==> src/rtl/gen_gamma_pkg.sv <==
// Shared constants and helpers for the gamma decoder and its output FIFO.
package gen_gamma_pkg;

    localparam int         SIZE_DEFAULT  = 8;
    localparam int         DEPTH_DEFAULT = 4;
    localparam logic [7:0] ERR_CNT_MAX   = 8'd255;

    // Saturating increment of the 8-bit error counter.
    function automatic logic [7:0] sat_inc8(input logic [7:0] cnt, input logic en);
        logic [7:0] res;
        if (en && (cnt != ERR_CNT_MAX)) begin
            res = cnt + 8'd1;
        end else begin
            res = cnt;
        end
        return res;
    endfunction

endpackage

==> src/rtl/gamma_fifo.sv <==
// Synchronous RAM-style FIFO with wrap-bit pointers and a registered level.
// Pushes when full and pops when empty are ignored.
module gamma_fifo #(
    parameter  int WIDTH = 9,
    parameter  int DEPTH = 4,
    localparam int AW    = $clog2(DEPTH),
    localparam int PW    = AW + 1
) (
    input  logic             clk,
    input  logic             res_n,
    input  logic             push,
    input  logic             pop,
    input  logic [WIDTH-1:0] wdata,
    output logic [WIDTH-1:0] rdata,
    output logic             full,
    output logic             empty,
    output logic [PW-1:0]    level
);

    localparam logic [PW-1:0] PTR_ONE = PW'(1);

    logic [WIDTH-1:0] mem_r [DEPTH];
    logic [PW-1:0]    wr_ptr_r;
    logic [PW-1:0]    rd_ptr_r;
    logic [PW-1:0]    level_r;
    logic             do_push_s;
    logic             do_pop_s;
    logic             full_s;
    logic             empty_s;

    // Full/empty from the wrap-bit pointer pair, then qualified push/pop.
    always_comb begin
        empty_s   = (wr_ptr_r == rd_ptr_r);
        full_s    = (wr_ptr_r[AW] != rd_ptr_r[AW]) &&
                    (wr_ptr_r[AW-1:0] == rd_ptr_r[AW-1:0]);
        do_push_s = push & ~full_s;
        do_pop_s  = pop & ~empty_s;
    end

    // Pointers advance modulo 2*DEPTH on qualified push/pop.
    always_ff @(posedge clk or negedge res_n) begin
        if (!res_n) begin
            wr_ptr_r <= {PW{1'b0}};
            rd_ptr_r <= {PW{1'b0}};
        end else begin
            if (do_push_s) begin
                wr_ptr_r <= wr_ptr_r + PTR_ONE;
            end
            if (do_pop_s) begin
                rd_ptr_r <= rd_ptr_r + PTR_ONE;
            end
        end
    end

    // Occupancy tracks push/pop; simultaneous push and pop leave it unchanged.
    always_ff @(posedge clk or negedge res_n) begin
        if (!res_n) begin
            level_r <= {PW{1'b0}};
        end else begin
            case ({do_push_s, do_pop_s})
                2'b10:   level_r <= level_r + PTR_ONE;
                2'b01:   level_r <= level_r - PTR_ONE;
                default: level_r <= level_r;
            endcase
        end
    end

    // Storage array; cleared on reset so the head reads zero when empty.
    always_ff @(posedge clk or negedge res_n) begin
        if (!res_n) begin
            for (int i = 0; i < DEPTH; i++) begin
                mem_r[i] <= {WIDTH{1'b0}};
            end
        end else if (do_push_s) begin
            mem_r[wr_ptr_r[AW-1:0]] <= wdata;
        end
    end

    assign rdata = mem_r[rd_ptr_r[AW-1:0]];
    assign full  = full_s;
    assign empty = empty_s;
    assign level = level_r;

endmodule

==> src/rtl/register.sv <==
// Generic enabled register with asynchronous active-low clear.
module register #(
    parameter int WIDTH = 8
) (
    input  logic             clk,
    input  logic             res_n,
    input  logic             en,
    input  logic [WIDTH-1:0] d,
    output logic [WIDTH-1:0] q
);

    // Capture d when enabled; clear to zero on reset.
    always_ff @(posedge clk or negedge res_n) begin
        if (!res_n) begin
            q <= {WIDTH{1'b0}};
        end else if (en) begin
            q <= d;
        end
    end

endmodule

==> src/rtl/gen_gamma_decoder.sv <==
// Gamma decoder: registers a coded word and its gamma, subtracts the gamma,
// flags inconsistent words and queues {err, data} into a small output FIFO.
module gen_gamma_decoder
    import gen_gamma_pkg::*;
#(
    parameter  int SIZE  = SIZE_DEFAULT,
    parameter  int DEPTH = DEPTH_DEFAULT,
    localparam int LW    = $clog2(DEPTH) + 1
) (
    input  logic            clk,
    input  logic            res_n,
    input  logic            in_valid,
    output logic            in_ready,
    input  logic [SIZE:0]   in_coded,
    input  logic [SIZE-1:0] in_gamma,
    output logic            out_valid,
    input  logic            out_ready,
    output logic [SIZE-1:0] out_data,
    output logic            out_err,
    output logic [LW-1:0]   level,
    output logic [7:0]      err_cnt
);

    // Entry width follows SIZE, so the entry type lives here rather than in the package.
    typedef struct packed {
        logic            err;
        logic [SIZE-1:0] data;
    } fifo_entry_t;

    localparam logic [LW:0] DEPTH_W = (LW + 1)'(DEPTH);

    logic            accept_s;
    logic            pop_s;
    logic [SIZE:0]   coded_r;
    logic [SIZE-1:0] gamma_r;
    logic            s_vld_r;
    logic [SIZE+1:0] diff_s;
    fifo_entry_t     wr_entry_s;
    fifo_entry_t     rd_entry_s;
    logic            fifo_full_s;
    logic            fifo_empty_s;
    logic [LW-1:0]   fifo_level_s;
    logic [LW:0]     occupancy_s;
    logic [7:0]      err_cnt_r;

    // Ready depends only on registered state: FIFO level plus the word held in S.
    always_comb begin
        occupancy_s = {1'b0, fifo_level_s} + {{LW{1'b0}}, s_vld_r};
        in_ready    = (occupancy_s < DEPTH_W) && !fifo_full_s;
        accept_s    = in_valid && in_ready;
        out_valid   = !fifo_empty_s;
        pop_s       = out_valid && out_ready;
    end

    register #(.WIDTH(SIZE + 1)) u_coded_reg (
        .clk   (clk),
        .res_n (res_n),
        .en    (accept_s),
        .d     (in_coded),
        .q     (coded_r)
    );

    register #(.WIDTH(SIZE)) u_gamma_reg (
        .clk   (clk),
        .res_n (res_n),
        .en    (accept_s),
        .d     (in_gamma),
        .q     (gamma_r)
    );

    // S is valid exactly in the cycle after an accept; the write then drains it.
    always_ff @(posedge clk or negedge res_n) begin
        if (!res_n) begin
            s_vld_r <= 1'b0;
        end else begin
            s_vld_r <= accept_s;
        end
    end

    // Subtract gamma; borrow or overflow past SIZE bits marks the word inconsistent.
    always_comb begin
        diff_s          = {1'b0, coded_r} - {2'b00, gamma_r};
        wr_entry_s.data = diff_s[SIZE-1:0];
        wr_entry_s.err  = diff_s[SIZE+1] | diff_s[SIZE];
    end

    gamma_fifo #(
        .WIDTH (SIZE + 1),
        .DEPTH (DEPTH)
    ) u_fifo (
        .clk   (clk),
        .res_n (res_n),
        .push  (s_vld_r),
        .pop   (pop_s),
        .wdata (wr_entry_s),
        .rdata (rd_entry_s),
        .full  (fifo_full_s),
        .empty (fifo_empty_s),
        .level (fifo_level_s)
    );

    // Count error words as they are written into the FIFO, saturating at the max.
    always_ff @(posedge clk or negedge res_n) begin
        if (!res_n) begin
            err_cnt_r <= 8'd0;
        end else begin
            err_cnt_r <= sat_inc8(err_cnt_r, s_vld_r & wr_entry_s.err);
        end
    end

    assign out_data = rd_entry_s.data;
    assign out_err  = rd_entry_s.err;
    assign level    = fifo_level_s;
    assign err_cnt  = err_cnt_r;

endmodule

==> config.mk <==
export PLATFORM = sky130hd
export DESIGN_NAME = gen_gamma_decoder
export DESIGN_NICKNAME = d
export VERILOG_FILES = /design/src/rtl/gen_gamma_pkg.sv /design/src/rtl/gamma_fifo.sv /design/src/rtl/register.sv /design/src/rtl/gen_gamma_decoder.sv
export SDC_FILE = /design/constraint.sdc
export NUM_CORES = 1
export LEC_CHECK = 0
export ABC_AREA = 1
export CORE_MARGIN = 3
export CORE_UTILIZATION = 50
export DETAILED_ROUTE_END_ITERATION = 7
export PLACE_DENSITY = 0.82
export RECOVER_POWER = 100
export SYNTH_ARGS = -nofsm -noshare
export SYNTH_HDL_FRONTEND = slang
export SYNTH_SLANG_ARGS = --single-unit
==> constraint.sdc <==
create_clock -name clk -period 2.5 [get_ports clk]
set_clock_uncertainty 0.2 [all_clocks]
set_input_delay 0.375 -clock clk [delete_from_list [all_inputs] [get_ports clk]]
set_output_delay 0.375 -clock clk [all_outputs]
set_load 0.02 [all_outputs]
==> results of run 1 <==
-- worst max-delay path by stage --
| stage | from | to | depth (start not counted) |
|---|---|---|---|
| final | u_fifo.wr_ptr_r[2] | out_valid | 4 |
| after global routing | u_fifo.wr_ptr_r[0] | u_fifo.level[2] | 10 |
| after CTS | u_fifo.wr_ptr_r[0] | u_fifo.level[2] | 10 |
| after detailed placement | u_fifo.wr_ptr_r[0] | u_fifo.level[2] | 10 |
| after global placement | u_fifo.wr_ptr_r[0] | u_fifo.level[2] | 10 |
| after floorplan | u_fifo.wr_ptr_r[0] | u_fifo.level[2] | 10 |
-- Yosys cell counts (all sizes together) --
| master | instances |
|---|---|
| a21oi | 7 |
| buf | 11 |
| clkbuf | 1 |
| dfrtp | 71 |
| fa | 2 |
| ha | 15 |
| inv | 39 |
| mux2 | 1 |
| nand2 | 166 |
| nand3 | 11 |
| nand4 | 8 |
| nor2 | 30 |
| nor3 | 1 |
| o21ai | 47 |
| o21bai | 1 |
| o22ai | 9 |
| xnor2 | 5 |
| xor2 | 15 |
-- worst max-delay path: stages, from the launching register on --
cell,delay (ns)
sky130_fd_sc_hd__dfrtp_1,0.41
sky130_fd_sc_hd__xor2_1,0.27
sky130_fd_sc_hd__inv_1,0.06
sky130_fd_sc_hd__nand2_1,0.09
sky130_fd_sc_hd__clkdlybuf4s50_1,0.61
-- report_power, final --
group	switching, mW	total [mW]	internal, mW
combinational	2.46	3.86	1.40
sequential	0.327	1.98	1.66
clock	0.419	0.872	0.453
-- per-stage QoR --
stage	setup WS [ns]	hold WS (ns)
final	0.143	0.280
after global routing	-0.0298	0.303
after CTS	0.0754	0.284
after detailed placement	0.0769	0.229
after global placement	0.216	0.229
after floorplan	0.153	-0.121
-- layer usage --
| metal | vias to the layer above | GRT usage | part of all wire |
|---|---|---|---|
| met2 | 74 | 0.308 | 0.47 |
| met4 | 0 | 0.0733 | 0.014 |
| li1 | 1491 | - | - |
| met3 | 12 | 0.0322 | 0.046 |
| met1 | 1398 | 0.258 | 0.47 |
| met5 | - | 0 | 0 |
-- flip-flops by register name, indices dropped and copies added, names as in the netlist --
name and cells:
u_fifo.wr_ptr_r 3, u_fifo.mem_r 36, u_gamma_reg.q 8, u_fifo.rd_ptr_r 3
u_fifo.level 3, s_vld_r 1, err_cnt 8, u_coded_reg.q 9
-- kinds of logic (layout without fill, tap and decap cells) --
kind of cell    after synthesis  count (layout)  synth area share
xor+xnor                     20              20            0.0458
mux                           1               1           0.00294
fa+ha+maj                    17              17            0.0595
flops                        71              71             0.465
buf+inv                      51             103            0.0739
simple gates                216             216             0.252
compound gates               64              64             0.101
-- layout make-up --
class,count,area (um2),share of cell area
Sequential cell,71,1780,0.399
Multi-Input combinational cell,318,1750,0.393
Inverter,39,164,0.0368
Clock inverter,4,47.5,0.0107
Tap cell,99,124,0.0278
Clock buffer,11,131,0.0295
Timing Repair Buffer,49,458,0.103
-- timing repair --
item                                   in CTS  in global routing
setup buffers                               0                  2
setup endpoints to repair                  10                  1
hold buffers                                1                  0
endpoints found under the hold margin      71                  0
resized for setup                          12                  1
pin swaps                                   0                  1
==> impl_results.md, run 1 <==
- Number of buffer cells added on primary ports: 42
- Maximum fanout count along the critical path: 2
- Dpl cell area: between 4000 and 5000 um2
- Post-Syn Area: roughly 3800 um2
- Total number of H-tree levels: 3
- Number of cells on the worst reg-to-reg path: 10
- Final Instance Count excl. Fillers: a little under 600
- Clock tree from TritonCTS: built
- Maximum achievable frequency: between 400 and 500 MHz
- Synth-to-Final Area Change: 16.4%
- Final Routed Wirelength: about 7800 um
- Total of endpoints with negative setup slack in the final report: 0
- Worst reg2reg path startpoint: u_fifo.wr_ptr_r[0]
- I/O pin total: 43
- Skew-Pair Late Insertion Delay: approximately 0.34 ns
- Setup TNS after final layout: 0 ns
- Fraction of synthesized cell area taken by the top area cell type: 0.465
- Post-layout nets: roughly 530
- Design area: 4450 um2
- Worst relative slew slack: 0.346
- Required arrival time at the worst endpoint: between 1.5 and 2 ns
- Final period util: 0.943
- Class of the most critical hold timing path: reg2reg
- Result of the run: finished, final reports clean
- Critical R2R Capture: u_fifo.level[2]
- WHS Endpoint: u_fifo.mem_r[26]
- Total global routing track utilization: 0.191
- Overall power after layout: around 6.7 mW
- Fraction of the yosys area taken by sequential cells: 0.465
- Setup slack of the most critical reg-to-reg path: about 0.14 ns
- Flip-flop and latch count after synthesis: 71
- Actual transition at the worst max-transition pin: 0.980 ns
- N_diodes: 0
- Largest vdd supply drop: between 0.5 and 0.6 mV
- Leak pwr: approximately 2.3 nW
- Final HPWL DP: approximately 5700 um
- CTS Root Cell: sky130_fd_sc_hd__clkbuf_8
- Initial Util: 0.522
- Number of antenna violations at the first check in global routing: 0
- Pins Over Slew Limit: 0
- Number of CTS-inserted buffers: 9
- Hold Path Stages: 2
- Clock edge transition at the registers on the reported setup and hold paths: roughly 0.07 ns
- CTS Buffer Depth: 2
- Total number of yosys warnings: 0
- Final-report hold violation count: 0
- First-pass iteration count of the detailed router: 4
- Drt via density: 5.03
- Most common library cell in the layout ignoring fill and taps: sky130_fd_sc_hd__nand2_1
- Placeable Area: approximately 7300 um2
- Cell type with the highest aggregate area in the netlist: sky130_fd_sc_hd__dfrtp_1
- Largest cells by area after synthesis: sky130_fd_sc_hd__dfrtp_1 (46%), sky130_fd_sc_hd__nand2_1 (15%), sky130_fd_sc_hd__ha_1 (4.9%)
- Global-route congestion overflow total: 0
- Final routed wire length divided by cell count: approximately 13 um
- Global-route wire length before repair: between 10,000 and 15,000 um
- Final estimated routing congestion in global placement: roughly 0.88
- # Max-Cap Violations: 0
- Per-instance average area after synthesis: around 8.7 um2
- Detailed Route Iter0 Violations: ~190
- DR DRC count: 0
- Die width: between 90 and 100 um
- Type of the worst setup path: reg2out
- Die area: 8740 um2
- Chip height: between 90 and 100 um
- Total clock sinks: 71
- Hold Crit Start: u_fifo.mem_r[26]
- Synthesized instance count: 440
- Final standard cell utilization of the core: 0.607
- Share of final-layout standard cells stronger than drive strength 1: 0.114
- Nature of the critical path endpoint: output pin
- Maximum number of pins on one net before global-route repair: between 70 and 80
- Syn Nets: 478
- Cell Pwr Density: between 1500 and 2000 nW/um2
- Startpoint types: register
- Antenna-violating nets left: 0
- Commonest cells after routing, fill and taps aside: sky130_fd_sc_hd__nand2_1 (155), sky130_fd_sc_hd__dfrtp_1 (71), sky130_fd_sc_hd__inv_1 (34)
- Arrival time at the worst endpoint: around 1.8 ns
- Number of global-route vias before repair: slightly below 3,000
- Synth cell types: 34
- Min Clock Period, post-route: about 2.4 ns
- Std cell rows: 31
- Cell total after placement: 573
- Filler instances: about 610
- Total number of vias: approximately 3,000
Note: power is estimated with default switching activity, not from simulation.
==> inputs of run 2 (changes only) <==
--- a/config.mk
+++ b/config.mk
@@ -6,6 +6,7 @@
 export NUM_CORES = 1
 export LEC_CHECK = 0
 export ABC_AREA = 1
+export CORE_ASPECT_RATIO = 1.25
 export CORE_MARGIN = 3
 export CORE_UTILIZATION = 50
 export DETAILED_ROUTE_END_ITERATION = 7
@@ -13,4 +14,5 @@
 export RECOVER_POWER = 100
 export SYNTH_ARGS = -nofsm -noshare
 export SYNTH_HDL_FRONTEND = slang
+export SYNTH_HIERARCHICAL = 1
 export SYNTH_SLANG_ARGS = --single-unit
==> impl_results.md, run 2 <==
- Result of the run: finished, final reports clean
- Cell Pwr Density: 1520 nW/um2
- Worst relative slew slack: 0.430
- Reg with most FFs: u_fifo/mem_r
- Required arrival time at the worst endpoint: 1.92 ns
- Biggest regs: u_fifo/mem_r x36, u_coded_reg/q x9
- Total number of vias: between 3,000 and 4,000
- Critical R2R Capture: u_fifo/level[2]
- Number of cells on the worst reg-to-reg path: 13
- Die area: 8990 um2
- Predominant post-synthesis flop cell: sky130_fd_sc_hd__dfrtp_1
- Total global routing track utilization: 0.203
- Nature of the critical path endpoint: output pin
- Initial Util: 0.523
- Synth cell types: 27
- # Max-Cap Violations: 0
- Setup slack of the most critical reg-to-reg path: ~0.12 ns
- Total number of yosys warnings: 6
- Number of global-route vias before repair: 3,330
- Number of antenna violations at the first check in global routing: 0
- Skew-Pair Late Insertion Delay: approximately 0.34 ns
- Cell type with the highest aggregate area in the netlist: sky130_fd_sc_hd__dfrtp_1
- Min Clock Period, post-route: ~2.4 ns
- Post-Syn Area: just under 4000 um2
- Total number of H-tree levels: 3
- DR DRC count: 0
- CTS Buffer Depth: 2
- Clock edge transition at the registers on the reported setup and hold paths: 0.07 ns
- Flip-flop and latch count after synthesis: 71
- Number of buffer cells added on primary ports: 42
- Worst reg2reg path startpoint: u_fifo/rd_ptr_r[1]
- Total of endpoints with negative setup slack in the final report: 0
- Chip height: about 110 um
- First-pass iteration count of the detailed router: 4
- Final estimated routing congestion in global placement: 0.898
- Fraction of synthesized cell area taken by the top area cell type: 0.451
- Maximum number of pins on one net before global-route repair: 53
- Synthesized instance count: between 400 and 500
- Final Routed Wirelength: approximately 8700 um
- Number of CTS-inserted buffers: 9
- Commonest cells after routing, fill and taps aside: sky130_fd_sc_hd__nand2_1 (185), sky130_fd_sc_hd__dfrtp_1 (70), sky130_fd_sc_hd__nand4_1 (44)
- Synth-to-Final Area Change: 18.6%
- Detailed Route Iter0 Violations: 232
- Syn Nets: around 530
- Most common library cell in the layout ignoring fill and taps: sky130_fd_sc_hd__nand2_1
- Largest cells by area after synthesis: sky130_fd_sc_hd__dfrtp_1 (45%), sky130_fd_sc_hd__nand2_1 (18%), sky130_fd_sc_hd__nand4_1 (7.0%)
- CTS Root Cell: sky130_fd_sc_hd__clkbuf_8
- Antenna-violating nets left: 0
- Fraction of the yosys area taken by sequential cells: 0.451
- Arrival time at the worst endpoint: 1.82 ns
- Std cell rows: 35
- Final HPWL DP: 6070 um
- Final period util: 0.956
- Share of synthesized flip-flops with an asynchronous set or reset: 1.00
- Class of the most critical hold timing path: reg2reg
- Startpoint types: register
- I/O pin total: 43
- Number of flip-flops under the largest register name: 36
- Per-instance average area after synthesis: 8.10 um2
- Final routed wire length divided by cell count: approximately 14 um
- Maximum fanout count along the critical path: 21
- Global-route wire length before repair: 15,000 um
- N_diodes: 0
- Pins Over Slew Limit: 0
- Most frequent cell after synthesis: sky130_fd_sc_hd__nand2_1
- Setup repair after global routing missed its margin: false
- Largest vdd supply drop: 0.698 mV
- Total clock sinks: a little over 70
- Post-layout nets: roughly 580
- Overall power after layout: 7.10 mW
- Hold Path Stages: 2
- Number of enable-type register cells in the synthesized netlist: 0
- Placeable Area: between 7000 and 8000 um2
- WHS Endpoint: u_fifo/mem_r[23]
- Drt via density: 5.43
- Maximum achievable frequency: approximately 420 MHz
- Final-report hold violation count: 0
- Commonest cells post-synth: sky130_fd_sc_hd__nand2_1 (185), sky130_fd_sc_hd__dfrtp_1 (71), sky130_fd_sc_hd__nand4_1 (44), sky130_fd_sc_hd__inv_1 (36), sky130_fd_sc_hd__nor2_1 (31)
- Global-route congestion overflow total: 0
- Die width: about 85 um
- Share of final-layout standard cells stronger than drive strength 1: 0.101
- Leak pwr: 2.45 nW
- Actual transition at the worst max-transition pin: approximately 0.85 ns
- Setup TNS after final layout: 0 ns
- Clock tree from TritonCTS: built
- Hold Crit Start: u_fifo/mem_r[23]
- Type of the worst setup path: reg2out
run 2: timing repair:
action	4_1_cts	5_1_grt
pin swaps	0	2
setup endpoints to repair	12	12
hold buffers	1	0
endpoints found under the hold margin	28	0
cloned	0	1
resized for setup	11	6
setup buffers	1	0
run 2: area by class of cell:
class	instances	area (um2)
Fill cell	652	2860
Clock buffer	11	141
Timing Repair Buffer	60	541
Tap cell	92	115
Clock inverter	4	70.1
Sequential cell	71	1780
Inverter	39	146
Multi-Input combinational cell	358	1890
run 2: worst max-delay path by stage:
stage                                   from          endpoint  slack (ns)  cells past startpoint
after global placement             out_ready   u_fifo/level[2]         0.1                     11
after global routing      u_fifo/rd_ptr_r[1]  u_fifo/mem_r[13]        0.01                      8
after floorplan           u_fifo/wr_ptr_r[0]   u_fifo/level[2]        0.07                     12
after CTS                 u_fifo/rd_ptr_r[1]   u_fifo/level[2]        0.04                     14
final                     u_fifo/rd_ptr_r[0]       out_data[3]        0.11                      6
after detailed placement  u_fifo/wr_ptr_r[1]   u_fifo/level[2]        0.04                     14
run 2: cells by family after synthesis:
| kind of cell | after synthesis | synth area share |
|---|---|---|
| simple gates | 291 | 0.339 |
| flops | 71 | 0.451 |
| buf+inv | 59 | 0.0717 |
| compound gates | 35 | 0.0476 |
| fa+ha+maj | 17 | 0.0578 |
| xor+xnor | 14 | 0.0330 |
run 2: power breakdown:
part	internal, mW	switching, mW	total (mW)
Clock	0.581	0.406	0.986
Sequential	1.66	0.341	2.00
Combinational	1.47	2.65	4.12
run 2: routing by layer:
layer	vias up	part of all wire	GRT usage
met2	119	0.51	0.348
li1	1700	-	-
met4	0	0.022	0.0724
met3	22	0.042	0.0446
met5	-	0	0
met1	1606	0.43	0.248
run 2: through the flow:
step	setup slack [ns]	hold WS, ns	cells	instance area, um2	util
floorplan	0.0667	-0.121	487	3940	-
global placement	0.0981	0.238	617	4470	0.593
detailed placement	0.0387	0.249	617	4470	0.593
CTS	0.0426	0.271	634	4680	0.622
global route	0.0109	0.296	635	4680	0.621
finish	0.109	0.271	635	4680	0.621
run 2: critical path, cell delays in order (launching register included):
cell and delay (ns):
sky130_fd_sc_hd__dfrtp_1 0.41, sky130_fd_sc_hd__buf_6 0.20, sky130_fd_sc_hd__inv_1 0.07, sky130_fd_sc_hd__buf_4 0.17, sky130_fd_sc_hd__o21ai_0 0.19, sky130_fd_sc_hd__o22ai_1 0.10
sky130_fd_sc_hd__dlygate4sd2_1 0.33
==> inputs of run 3 (changes only) <==
--- a/config.mk
+++ b/config.mk
@@ -12,6 +12,7 @@
 export DETAILED_ROUTE_END_ITERATION = 7
 export PLACE_DENSITY = 0.82
 export RECOVER_POWER = 100
+export SLEW_MARGIN = 20
 export SYNTH_ARGS = -nofsm -noshare
 export SYNTH_HDL_FRONTEND = slang
 export SYNTH_HIERARCHICAL = 1
==> results of run 3 <==
Same layout as run 2: the final DEF is identical, and so are final timing and power.
